**src/rtl/gfx_fetch_pkg.sv**
```systemverilog
// gfx_fetch_pkg: FSM state encoding and FIFO sizing shared by the GFX line fetcher
// Contents: state_t (IDLE, REQ, WAIT, FINISH), default FIFO address width, depth helper.
package gfx_fetch_pkg;
    typedef enum logic [1:0] {IDLE, REQ, WAIT, FINISH} state_t;
    localparam int FIFO_AW_DEF = 3;
    function automatic int fifo_depth(input int aw);
        return 1 << aw;
    endfunction
endpackage

```
**src/rtl/gfx_fetch_fifo.sv**
```systemverilog
// gfx_fetch_fifo: synchronous BITS x 2^AW FIFO holding fetched words for the pixel stream
// Ports: CLK, RST (sync, active-high); PUSH/PUSH_DATA write; POP read (ignored when empty);
// FLUSH empties the FIFO and wins over push/pop; HEAD is the oldest word; LEVEL is occupancy.
module gfx_fetch_fifo
    import gfx_fetch_pkg::*;
#(
    parameter int BITS = 16,
    parameter int AW   = FIFO_AW_DEF
) (
    input  logic            CLK,
    input  logic            RST,
    input  logic            PUSH,
    input  logic [BITS-1:0] PUSH_DATA,
    input  logic            POP,
    input  logic            FLUSH,
    output logic [BITS-1:0] HEAD,
    output logic [AW:0]     LEVEL
);
    localparam logic [AW:0] DEPTH = (AW+1)'(fifo_depth(AW));
    logic [BITS-1:0] mem [fifo_depth(AW)];
    logic [AW-1:0] wr_ptr, rd_ptr;
    logic do_push, do_pop;
    assign do_pop  = POP && LEVEL != '0;
    assign do_push = PUSH && (LEVEL != DEPTH || do_pop);
    assign HEAD    = mem[rd_ptr];
    always_ff @(posedge CLK) begin
        if (do_push && !FLUSH) mem[wr_ptr] <= PUSH_DATA;
    end
    always_ff @(posedge CLK) begin
        if (RST || FLUSH) begin
            wr_ptr <= '0;
            rd_ptr <= '0;
            LEVEL  <= '0;
        end else begin
            wr_ptr <= wr_ptr + AW'(do_push);
            rd_ptr <= rd_ptr + AW'(do_pop);
            LEVEL  <= LEVEL + (AW+1)'(do_push) - (AW+1)'(do_pop);
        end
    end
endmodule

```
**src/rtl/gfx_line_fetcher.sv**
```systemverilog
// gfx_line_fetcher: fetches a line of words over the GFX memory port into a pixel FIFO
// Ports: CLK, RST (sync, active-high); START/BASE_ADDR/WORD_COUNT/ABORT line control;
// BUSY/DONE status; GFX_ADDRESS/GFX_VALID/GFX_READY/GFX_DATA memory fetch port;
// PIX_DATA/PIX_VALID/PIX_READY pixel stream; FIFO_LEVEL occupancy.
// Build option GFX_FETCH_UNDERFLOW_EN adds sticky UNDERFLOW (pop while empty during a line).
module gfx_line_fetcher
    import gfx_fetch_pkg::*;
#(
    parameter int BITS         = 16,
    parameter int ADDRESS_BITS = 15,
    parameter int COUNT_BITS   = 9,
    parameter int FIFO_AW      = FIFO_AW_DEF
) (
    input  logic                    CLK,
    input  logic                    RST,
    input  logic                    START,
    input  logic [ADDRESS_BITS-1:0] BASE_ADDR,
    input  logic [COUNT_BITS-1:0]   WORD_COUNT,
    input  logic                    ABORT,
    output logic                    BUSY,
    output logic                    DONE,
    output logic [ADDRESS_BITS-1:0] GFX_ADDRESS,
    output logic                    GFX_VALID,
    input  logic                    GFX_READY,
    input  logic [BITS-1:0]         GFX_DATA,
    output logic [BITS-1:0]         PIX_DATA,
    output logic                    PIX_VALID,
    input  logic                    PIX_READY,
    output logic [FIFO_AW:0]        FIFO_LEVEL
`ifdef GFX_FETCH_UNDERFLOW_EN
   ,output logic                    UNDERFLOW
`endif
);
    localparam logic [FIFO_AW:0] DEPTH = (FIFO_AW+1)'(fifo_depth(FIFO_AW));
    state_t state;
    logic [COUNT_BITS-1:0] remaining;
    logic inflight, aborting, rdy, issue, pop, push, flush, space, end_req;
    logic [FIFO_AW:0] level_n;
    // inflight mirrors the memory's pending READY; a READY without it (e.g. after RST) is ignored
    assign rdy     = inflight & GFX_READY;
    // memory accepts VALID only outside its READY cycle
    assign issue   = GFX_VALID & ~inflight;
    assign pop     = PIX_READY & PIX_VALID;
    assign flush   = ABORT | aborting;
    assign push    = rdy & ~flush;
    assign level_n = flush ? '0 : FIFO_LEVEL + (FIFO_AW+1)'(push) - (FIFO_AW+1)'(pop);
    // a new request reserves its FIFO slot at issue, so only issue into a non-full FIFO
    assign space   = level_n < DEPTH;
    assign end_req = aborting | (ABORT & ~issue) | (rdy & remaining == COUNT_BITS'(1));
    assign PIX_VALID = FIFO_LEVEL != '0;
    gfx_fetch_fifo #(.BITS(BITS), .AW(FIFO_AW)) u_fifo (
        .CLK       (CLK),
        .RST       (RST),
        .PUSH      (push),
        .PUSH_DATA (GFX_DATA),
        .POP       (PIX_READY),
        .FLUSH     (flush),
        .HEAD      (PIX_DATA),
        .LEVEL     (FIFO_LEVEL)
    );
    always_ff @(posedge CLK) begin
        if (RST) begin
            state       <= IDLE;
            remaining   <= '0;
            inflight    <= 1'b0;
            aborting    <= 1'b0;
            BUSY        <= 1'b0;
            DONE        <= 1'b0;
            GFX_VALID   <= 1'b0;
            GFX_ADDRESS <= '0;
        end else begin
            inflight <= issue;
            DONE     <= 1'b0;
            if (rdy) begin
                GFX_ADDRESS <= GFX_ADDRESS + ADDRESS_BITS'(1);
                remaining   <= remaining - COUNT_BITS'(1);
            end
            case (state)
                IDLE: if (START) begin
                    GFX_ADDRESS <= BASE_ADDR;
                    remaining   <= WORD_COUNT;
                    if (WORD_COUNT == '0) begin
                        state <= FINISH;
                        DONE  <= 1'b1;
                    end else begin
                        state     <= space ? REQ : WAIT;
                        GFX_VALID <= space;
                        BUSY      <= 1'b1;
                    end
                end
                // VALID stays high through the READY cycle so the address is stable for the memory
                REQ: if (end_req) begin
                    state     <= FINISH;
                    DONE      <= 1'b1;
                    BUSY      <= 1'b0;
                    GFX_VALID <= 1'b0;
                    aborting  <= 1'b0;
                end else if (ABORT) begin
                    aborting  <= 1'b1;
                    GFX_VALID <= 1'b0;
                end else if (!issue) begin
                    state     <= space ? REQ : WAIT;
                    GFX_VALID <= space;
                end
                WAIT: if (ABORT) begin
                    state <= FINISH;
                    DONE  <= 1'b1;
                    BUSY  <= 1'b0;
                end else if (space) begin
                    state     <= REQ;
                    GFX_VALID <= 1'b1;
                end
                FINISH: state <= IDLE;
            endcase
        end
    end
`ifdef GFX_FETCH_UNDERFLOW_EN
    always_ff @(posedge CLK) begin
        if (RST || (START && state == IDLE)) UNDERFLOW <= 1'b0;
        else if (PIX_READY && !PIX_VALID && BUSY) UNDERFLOW <= 1'b1;
    end
`endif
endmodule
```
**config.mk**
```make
export PLATFORM = sky130hd
export DESIGN_NAME = gfx_line_fetcher
export DESIGN_NICKNAME = d
export VERILOG_FILES = /design/src/rtl/gfx_fetch_pkg.sv /design/src/rtl/gfx_fetch_fifo.sv /design/src/rtl/gfx_line_fetcher.sv
export SDC_FILE = /design/constraint.sdc
export NUM_CORES = 1
export LEC_CHECK = 0
export BUFFER_PORTS_ARGS = -buffer_cell sky130_fd_sc_hd__buf_2
export CORE_UTILIZATION = 25
export DETAILED_ROUTE_END_ITERATION = 8
export PLACE_DENSITY = 0.46
export SLEW_MARGIN = 5
export SYNTH_ARGS = -nofsm -noshare
export SYNTH_HDL_FRONTEND = slang
export SYNTH_SLANG_ARGS = --single-unit
```
**constraint.sdc**
```tcl
create_clock -name CLK -period 5.3 [get_ports CLK]
set_input_delay 0.265 -clock CLK [delete_from_list [all_inputs] [get_ports CLK]]
set_output_delay 0.265 -clock CLK [all_outputs]
set_load 0.02 [all_outputs]
```
======== After elaboration in Yosys (flattened, before gate mapping) ========
Memory sizes are Yosys's and may differ from the RTL's. A register that Yosys moved wholly into a read port is not among the register bits.
Index checks and enable logic that the tools add are counted.
cells by class
  add/sub/neg operators ................... 8
  $lt $le $gt $ge ......................... 1
  eq/ne operators ......................... 15
  muxes and demuxes ....................... 39
  bitwise logic cells ..................... 12
  reduce and logical (&&, ||, !) cells .... 15
operators with widths
  kind                     number
  $mux W15                 3
  $mux W9                  3
  $mux W1                  19
  $mux W2                  8
  $add A15 B1 Y15 const B  1
  $ne A2 B2 Y1 const B     6
  $eq A9 B1 Y1 const B     1
  $logic_not A9 Y1         1
  $ne A3 B3 Y1 const B     3
  $pmux W1 S3              3
  $sub A9 B1 Y9 const B    1
  $add A4 B1 Y4            2
  $ne A4 B4 Y1 const B     2
  $pmux W2 S4              1
  $sub A4 B1 Y4            2
  $add A3 B1 Y3            2
  $and A1 B1 Y1            6
  $reduce_and A6 Y1        1
  $reduce_and A5 Y1        1
  $eq A2 B2 Y1 const B     2
  $lt A4 B4 Y1 const B     1
  $mux W4                  1
  $reduce_and A4 Y1        1
  $reduce_bool A4 Y1       1
  11 further kinds         18
storage, ports and cells
  register bits after elaboration ......... 41
  bits in writable memories ............... 128
  bits of input ports ..................... 46
  output and inout port bits .............. 39
  logic and storage cells ................. 102
  memories kept ........................... 1
memories
  memory      words  width  read ports  clocked after memory_dff  write ports  line                  source
  u_fifo.mem  8      16     1           1                         1            gfx_fetch_fifo.sv:20  logic [BITS-1:0] mem [fifo_depth(AW)];

======== Logic depth before layout (Yosys ltp) ========
Gate-level depths: netlist of the first run.
  depth after elaboration ................. 12
  gate-level depth with buffers ........... 12
  gate-level depth less buffers ........... 12

======== By module ========
Synthesis of the first run repeated with hierarchy kept, for this count alone.
second synthesis, totals
  cells, all modules ...................... 490
  area, all modules ....................... 7440.9 µm²
modules (own cells, without submodules)
  module            instances  cells each  area each (µm²)  sequential area each (µm²)
  gfx_fetch_fifo    1          255         5534.1           4043.9
  gfx_line_fetcher  1          235         1906.8           620.6

======== Least setup slack after synthesis of the first run ========
OpenSTA, ideal clock, no wires.
  path type ............................... reg-to-reg
  start ................................... reg u_fifo.LEVEL[2]
  end ..................................... mem u_fifo.mem[1][0] (enable)
  library setup time ...................... 0.409 ns
  arrival ................................. 2.617 ns
  required time ........................... 4.891 ns
  slack ................................... 2.274 ns
  cell stages (with the launch flop) ...... 7
  path buffers ............................ 0
  period minus slack after synthesis ...... 3.026 ns
  path through ............................ dfxtp_1 inv_1 ha_1 nand2b_1 a311oi_1 nand2_1 nor3_1
on the way
  word-level cells in the longest chain between the ends .. 7
  elaborated cells on any way between the ends .. 8
  those cells by class .................... eq/ne: 1; mux: 2; reduce/logical: 5
ends and longest elaborated chain
  element                            line                  source
  start: declaration                 gfx_fetch_fifo.sv:17  output logic [AW:0] LEVEL
  start signal: assignment           gfx_fetch_fifo.sv:37  LEVEL <= LEVEL + (AW+1)'(do_push) - (AW+1)'(do_pop);
  $reduce_bool A4 Y1                 gfx_fetch_fifo.sv:23  assign do_pop = POP && LEVEL != '0;
  $logic_and A1 B1 Y1                gfx_fetch_fifo.sv:23
  $logic_or A1 B1 Y1 (*)             gfx_fetch_fifo.sv:24  assign do_push = PUSH && (LEVEL != DEPTH || do_pop);
  $logic_and A1 B1 Y1 (*)            gfx_fetch_fifo.sv:24
  $logic_and A1 B1 Y1 (*)            gfx_fetch_fifo.sv:27  if (do_push && !FLUSH) mem[wr_ptr] <= PUSH_DATA;
  $mux W1 (*)                        gfx_fetch_fifo.sv:27
  $mux W1 (implied by the code) (*)  gfx_fetch_fifo.sv:27
  end: declaration                   gfx_fetch_fifo.sv:20
Every way passes the cells marked *; elsewhere a longest branch is shown, timed or not.

======== Final worst setup path of the first run ========
  start ................................... reg u_fifo.LEVEL[2]
  end ..................................... mem u_fifo.mem[5][7] (enable)
Same word-level chain as after synthesis.

==> results by group, run 1 <==
Outcome
  • Outcome: finished clean

Clock network
  • Clock slew at reported path FFs: 0.08 ns
  • Clock insertion delay at the later pin of the skew report: around 0.43 ns
  • Post-CTS Setup Inserts: 0
  • Root buf cell: clkbuf_16
  • CTS Buf Count: 17
  • PostCTS Resize Cnt: 0
  • CTS tree: yes
  • # H-tree levels: 4
  • Cts hold-fix bufs: 0
  • Max clock buf depth: 2
  • CTS sink count: 169

Global routing
  • GR Overflow Total: 0
  • Overall global routing resource usage: 0.1153
  • Vias in the first global route: 4482
  • First-pass GRT wire length: 25530 µm
  • Initial antenna violation count: 1
  • Largest net degree at the start of global routing: 49

Critical path
  • CP Class: register to register
  • Startpoint types: register
  • Worst path required time: between 5 and 6 ns
  • Worst Setup End Kind: register
  • Crit path max-delay cell type: nor2_1
  • Crit-path cells: inv_1 -> ha_1 -> nand2b_1 -> a311oi_1 -> nand2_1 -> nor2_1 -> buf_4
  • Critical Path Max Stage Delay: 0.67 ns
  • Crit-path max FO: 9
  • Arrival time at the worst endpoint: slightly above 3 ns

Logic synthesis
  • Sequential share of the synthesized area: 0.6454
  • Syn_nets: 529
  • Cell variety after synth: 56
  • Post-synth EDFFs: 128
  • #FFs+latches synth: 169
  • Ys flop type: edfxtp_1
  • Avg Inst Size Synth: 15.58 µm²
  • Count leader, synth: edfxtp_1
  • Synth area leaders: edfxtp_1 53%, dfxtp_1 11%, mux4_2 10%
  • Syn Inst Count: 464
  • Synth cell count leaders: 128 x edfxtp_1, 41 x dfxtp_1, 41 x nor2_1
  • Post-Syn Area: a little over 7000 µm²
  • Synthesis Warnings: 0
  • Synth top area share: 0.5319
  • FFs w/ async S/R, synth: 0
  • Synth area leader: edfxtp_1

STA
  • Relative slew slack: 0.2319
  • RSZ-0062 raised after global routing: no
  • Period utilization: 0.5471
  • Final min period: between 2 and 3 ns
  • Worst clock skew: 0.01251 ns
  • Worst slew pin tran: 1.151 ns
  • Setup TNS: 0 ns
  • Max Transition Viols Final: 0
  • Fin. Hold Viols: 0
  • Fmax: 344.9 MHz
  • Final setup viols: 0

Final layout
  • N_diodes: 0
  • Area grow syn2layout: 21.19%
  • # fillers: ~2900
  • Layout cells sized above 1: 0.3409
  • Layout net count: roughly 620

Routing
  • Via/cell ratio: 4.434
  • Vias: 4212
  • Routed wire per std cell: about 17 µm
  • Initial drt markers: 369
  • Final WL: about 16000 µm
  • TritonRoute pass-1 iters: 4
  • DRC Markers: 0
  • Routed Antenna Nets: 0

Floorplanning
  • Die Wd: 172.0 µm
  • Core ar.: 28090 µm²
  • Row cnt: 61
  • Die height: roughly 170 µm
  • IO Count: 85
  • Die ar.: 29590 µm²
  • Initial Utilization: 0.2573

Pwr
  • VDD IR-drop max: 0.0001655 V
  • Leak: 3.029 nW
  • PwrDens: 408.1 nW/µm²
  • Tot Pwr: 0.003574 W

Placement
  • Buffers on Ports: 84
  • Hpwl dp: 10810 µm
  • Final GP Congestion: 0.8226

Flow run
  • Max Cap Viol: 0

Worst hold path
  • Worst hold path type: primary input to register
[critical path: cells and delay by family (launching register included)]
| kind | cells | cell delay [ns] |
|---|---|---|
| compound gates | 1 | 0.59 |
| fa+ha+maj | 1 | 0.21 |
| buf+inv | 2 | 0.40 |
| flops | 1 | 0.34 |
| simple gates | 3 | 1.07 |
[layout make-up]
type                       count  area, µm²  share of cell area
timing repair buffer          95      503.0             0.05743
clock inverter                15      212.7             0.02429
inverter                      15      56.30            0.006429
tap                          378      473.0             0.05400
clock buffer                  17      425.4             0.04857
sequential                   169       4666              0.5327
multi-input combinational    261       2422              0.2766
[path summary, 6_finish.rpt]
kind,startpoint,to,slack (ns),cells after the start
worst max-delay path,u_fifo.LEVEL[2]$_SDFF_PP0_,u_fifo.mem[5][7]$_DFFE_PP_,2.40,7
worst min-delay path,GFX_DATA[9],u_fifo.mem[1][9]$_DFFE_PP_,0.12,1
worst max register to register,u_fifo.LEVEL[2]$_SDFF_PP0_,u_fifo.mem[5][7]$_DFFE_PP_,2.40,7
worst min register to register,remaining[3]$_SDFF_PP0_,remaining[3]$_SDFF_PP0_,0.51,2
[power breakdown]
group,leakage (nW),total [W],switching (W),internal (W)
registers,1.49,0.00159,0.0000865,0.00150
logic,1.24,0.000700,0.000404,0.000296
clock network,0.300,0.00128,0.000629,0.000653
total,3.03,0.00357,0.00112,0.00245
[kinds of logic after synthesis]
group	synth area share
buf+inv	0.02077
mux	0.1262
xor+xnor	0.03030
simple gates	0.08882
flops	0.6454
fa+ha+maj	0.03393
compound gates	0.05453
[per-stage QoR]
step           setup WS, ns  cells  area [µm²]  hold slack (ns)  utilization
3_3_place_gp          2.517    918        8120           0.4770       0.2891
5_1_grt               2.083    950        8758           0.1049       0.3118
6_report              2.400    950        8758           0.1156       0.3118
3_5_place_dp          2.403    918        8120           0.4929       0.2891
4_1_cts               2.346    950        8758          0.09208       0.3118
2_1_floorplan         2.274    464        7227           0.3639            -
[layer usage]
| metal | wire (µm) | vias to the layer above | part of all wire | global-route usage |
|---|---|---|---|---|
| li1 | - | 1982 | - | - |
| met1 | 7452 | 2121 | 0.46 | 0.1493 |
| met2 | 7792 | 97 | 0.48 | 0.1855 |
| met3 | 935 | 10 | 0.057 | 0.03639 |
| met4 | 104 | 2 | 0.0064 | 0.03001 |
| met5 | 11 | - | 0.00068 | 0 |
[sequential cells by signal, summed over array words and instances (netlist names)]
signal,cells
GFX_VALID,1
aborting,1
u_fifo.mem,128
u_fifo.LEVEL,4
GFX_ADDRESS,15
u_fifo.rd_ptr,3
BUSY,1
state,2
remaining,9
u_fifo.wr_ptr,3
inflight,1
DONE,1
[cell usage in the layout (no fill, tap or decap), types with 4 or more instances in the layout]
master	n
edfxtp_1	128
mux4_2	32
nand2_1	16
buf_4	11
and3_1	7
nand2b_1	4
clkinv_8	8
a211oi_1	20
mux2_2	16
xnor2_1	12
nor2_1	41
ha_1	18
and2_1	9
inv_1	15
clkbuf_16	17
a21oi_1	7
nand4_1	4
xor2_1	13
nand3_1	8
dfxtp_1	40
buf_2	84
Power figures use the tool's default switching activity.
==> run 2: changes to the inputs <==
--- a/config.mk
+++ b/config.mk
@@ -5,6 +5,7 @@
 export SDC_FILE = /design/constraint.sdc
 export NUM_CORES = 1
 export LEC_CHECK = 0
+export ABC_AREA = 1
 export BUFFER_PORTS_ARGS = -buffer_cell sky130_fd_sc_hd__buf_2
 export CORE_UTILIZATION = 25
 export DETAILED_ROUTE_END_ITERATION = 8
==> constraint.sdc (replaced) <==
create_clock -name CLK -period 2.8 [get_ports CLK]
set_input_delay 0.14 -clock CLK [delete_from_list [all_inputs] [get_ports CLK]]
set_output_delay 0.14 -clock CLK [all_outputs]
set_load 0.02 [all_outputs]
==> results by group, run 2 <==
Outcome
  • Outcome: finished clean

Logic synthesis
  • Post-synth EDFFs: 128 (unchanged)
  • Avg Inst Size Synth: 10.09 µm² (-35%)
  • Syn_nets: 804 (+52%)
  • Syn Inst Count: 739 (+59%)
  • FFs w/ async S/R, synth: 0 (unchanged)
  • Synth area leader: edfxtp_1
  • Synth cell count leaders: 178 x nor2_1, 128 x edfxtp_1, 83 x o21ai_0
  • Cell variety after synth: 40 (-29%)
  • Post-Syn Area: 7453 µm² (+3.1%)
  • #FFs+latches synth: 169 (unchanged)
  • Count leader, synth: nor2_1
  • Ys flop type: edfxtp_1
  • Synth area leaders: edfxtp_1 52%, dfxtp_1 11%, nor2_1 9.0%
  • Synthesis Warnings: 0 (unchanged)
  • Synth top area share: 0.5157 (-0.01616)
  • Sequential share of the synthesized area: 0.6258 (-0.01961)

Floorplanning
  • Initial Utilization: 0.2569 (-0.0004057)
  • Core ar.: 29010 µm² (+3.3%)
  • Die ar.: 30510 µm² (+3.1%)
  • Die Wd: 174.7 µm (+1.5%)
  • IO Count: 85 (unchanged)
  • Row cnt: 62 (+1.6%)
  • Die height: 174.7 µm (+1.5%)

STA
  • Final setup viols: 0 (unchanged)
  • Relative slew slack: 0.5889 (+0.3570)
  • Setup TNS: 0 ns (unchanged)
  • Worst slew pin tran: 0.6157 ns (-0.5349 ns)
  • Fin. Hold Viols: 0 (unchanged)
  • Period utilization: 0.8438
  • Max Transition Viols Final: 0 (unchanged)
  • RSZ-0062 raised after global routing: no
  • Worst clock skew: 0.01400 ns (+0.001494 ns)
  • Final min period: between 2 and 2.5 ns
  • Fmax: 423.3 MHz

Placement
  • Final GP Congestion: 0.7829 (-4.8%)
  • Hpwl dp: 11520 µm (+6.6%)
  • Placed cell areas: 8469 µm² (+4.3%)
  • Buffers on Ports: 84 (unchanged)

Critical path
  • Worst R2R Start: u_fifo.LEVEL[2]$_SDFF_PP0_
  • Worst Setup End Kind: output port
  • Critical Path Start: u_fifo.rd_ptr[0]$_SDFF_PP0_
  • CP Class: register to output port
  • Crit-path max FO: 36 (+27)
  • Worst path required time: 2.66 ns (-2.77 ns)
  • Startpoint types: register
  • Arrival time at the worst endpoint: 2.22 ns (-0.81 ns)

Pwr
  • PwrDens: 739.3 nW/µm² (+81%)
  • Leak: 3.696 nW (+22%)
  • VDD IR-drop max: 0.0004013 V (+140%)

Routing
  • Routed Antenna Nets: 0 (unchanged)
  • TritonRoute pass-1 iters: 4 (unchanged)
  • DRC Markers: 0 (unchanged)
  • Via/cell ratio: 4.311 (-2.8%)
  • Vias: 5432 (+29%)
  • Initial drt markers: 366 (-0.81%)
  • Routed wire per std cell: 14.10 µm (-18%)
  • Final WL: 17770 µm (+9.0%)

Clock network
  • # H-tree levels: 4 (unchanged)
  • Root buf cell: clkbuf_16
  • CTS sink count: 169 (unchanged)
  • PostCTS Resize Cnt: 0 (unchanged)
  • Clock slew at reported path FFs: 0.07 ns (about the same)
  • Clock insertion delay at the later pin of the skew report: 0.43 ns (about the same)
  • CTS tree: yes
  • Max clock buf depth: 2 (unchanged)
  • CTS Buf Count: 17 (unchanged)

Final layout
  • Top flop regs: u_fifo.mem: 128 flops, GFX_ADDRESS: 15 flops, remaining: 9 flops
  • Layout cells sized above 1: 0.1895 (-0.1514)
  • Most common cell after layout, fill and taps aside: nor2_1
  • Layout net count: 928 (+49%)
  • Final core utilization: 0.3221 (+0.01027)
  • Most frequent cells in the layout: 173 x nor2_1, 128 x edfxtp_1, 84 x buf_2, 83 x o21ai_0, 72 x nand2_1
  • Post-route design area: 9345 µm² (+6.7%)
  • Biggest register: u_fifo.mem
  • N_diodes: 0 (unchanged)
  • Max FFs per register: 128 (unchanged)
  • Area grow syn2layout: 25.38%

Global routing
  • Overall global routing resource usage: 0.1213 (+0.005988)
  • First-pass GRT wire length: 28730 µm (+13%)
  • Vias in the first global route: 5463 (+22%)
  • GR Overflow Total: 0 (unchanged)
  • Largest net degree at the start of global routing: 66 (+35%)
  • Initial antenna violation count: 0 (-1)

Worst hold path
  • Worst hold path type: primary input to register
  • Critical hold path startpoint: GFX_DATA[12]

Flow run
  • Max Cap Viol: 0 (unchanged)
## run 2: changes by cell type in the layout (fill, tap and decap cells not counted), moves of 8 or more
cell | before | now
mux2_2 | 16 | 0
inv_1 | 15 | 69
nor2_2 | 0 | 9
a211oi_1 | 20 | 0
xor2_1 | 13 | 5
a31oi_1 | 2 | 18
mux4_2 | 32 | 0
nor2_1 | 41 | 173
buf_4 | 11 | 23
nand2_1 | 16 | 72
o22ai_1 | 0 | 16
o21ai_0 | 2 | 83
dlygate4sd3_1 | 0 | 24
## run 2: layer usage
metal	part of all wire	global-route usage	vias to the layer above
met5	0	0	-
met4	0.0066	0.03370	0
met3	0.049	0.03177	11
met2	0.47	0.2082	111
met1	0.47	0.1493	2543
li1	-	-	2767
## run 2: repair_timing
action                                 in CTS  in global routing
endpoints found under the hold margin     106                  0
setup buffers                               0                  0
hold buffers                               24                  0
## run 2: worst max-delay path, stage by stage (launching register included)
cell and delay, ns:
dfxtp_2 0.34, inv_2 0.46, buf_4 0.29, nor2_1 0.06, o22ai_1 0.18, nor2_1 0.08, a31oi_1 0.18, buf_2 0.19
## run 2: metrics by stage
step | worst slack, ns | hold WS (ns) | cells | power (W)
final | 0.4374 | 0.02106 | 1260 | 0.006909
after global routing | 0.2052 | 0.01868 | 1260 | 0.007322
after CTS | 0.3725 | 0.005527 | 1260 | 0.007004
after detailed placement | 0.5532 | 0.3821 | 1204 | 0.004437
after global placement | 0.5648 | 0.3752 | 1204 | 0.004445
after floorplan | 0.3023 | 0.2389 | 739 | 0.004026
## run 2: worst paths after layout
path                                       to  slack (ns)  depth (start not counted)
setup reg to reg        state[0]$_SDFFE_PP0P_        0.54                         16
hold / removal    u_fifo.mem[3][12]$_DFFE_PP_        0.02                          1
hold reg to reg         aborting$_SDFFE_PP0P_        0.49                          2
setup / recovery                  PIX_DATA[9]        0.44                          7
## run 2: cell type report
cell class | count | area (µm²)
fill | 3071 | 19670
sequential | 169 | 4666
multi-input combinational | 470 | 2420
timing repair buffer | 133 | 873.3
tap | 384 | 480.5
clock buffer | 17 | 425.4
inverter | 72 | 270.3
clock inverter | 15 | 210.2
## run 2: cells by family (layout without fill, tap and decap cells)
group	after synthesis	in the layout	synth area share
compound gates	145	145	0.1076
xor+xnor	12	12	0.01410
fa+ha+maj	19	19	0.03290
buf+inv	100	237	0.05254
flops	169	169	0.6258
simple gates	294	294	0.1670
## run 2: where the power goes
group	internal, W	switching [W]	leakage [nW]
registers	0.00285	0.000136	1.49
logic	0.000506	0.000904	1.90
clock network	0.00145	0.00107	0.310
total	0.00480	0.00210	3.70
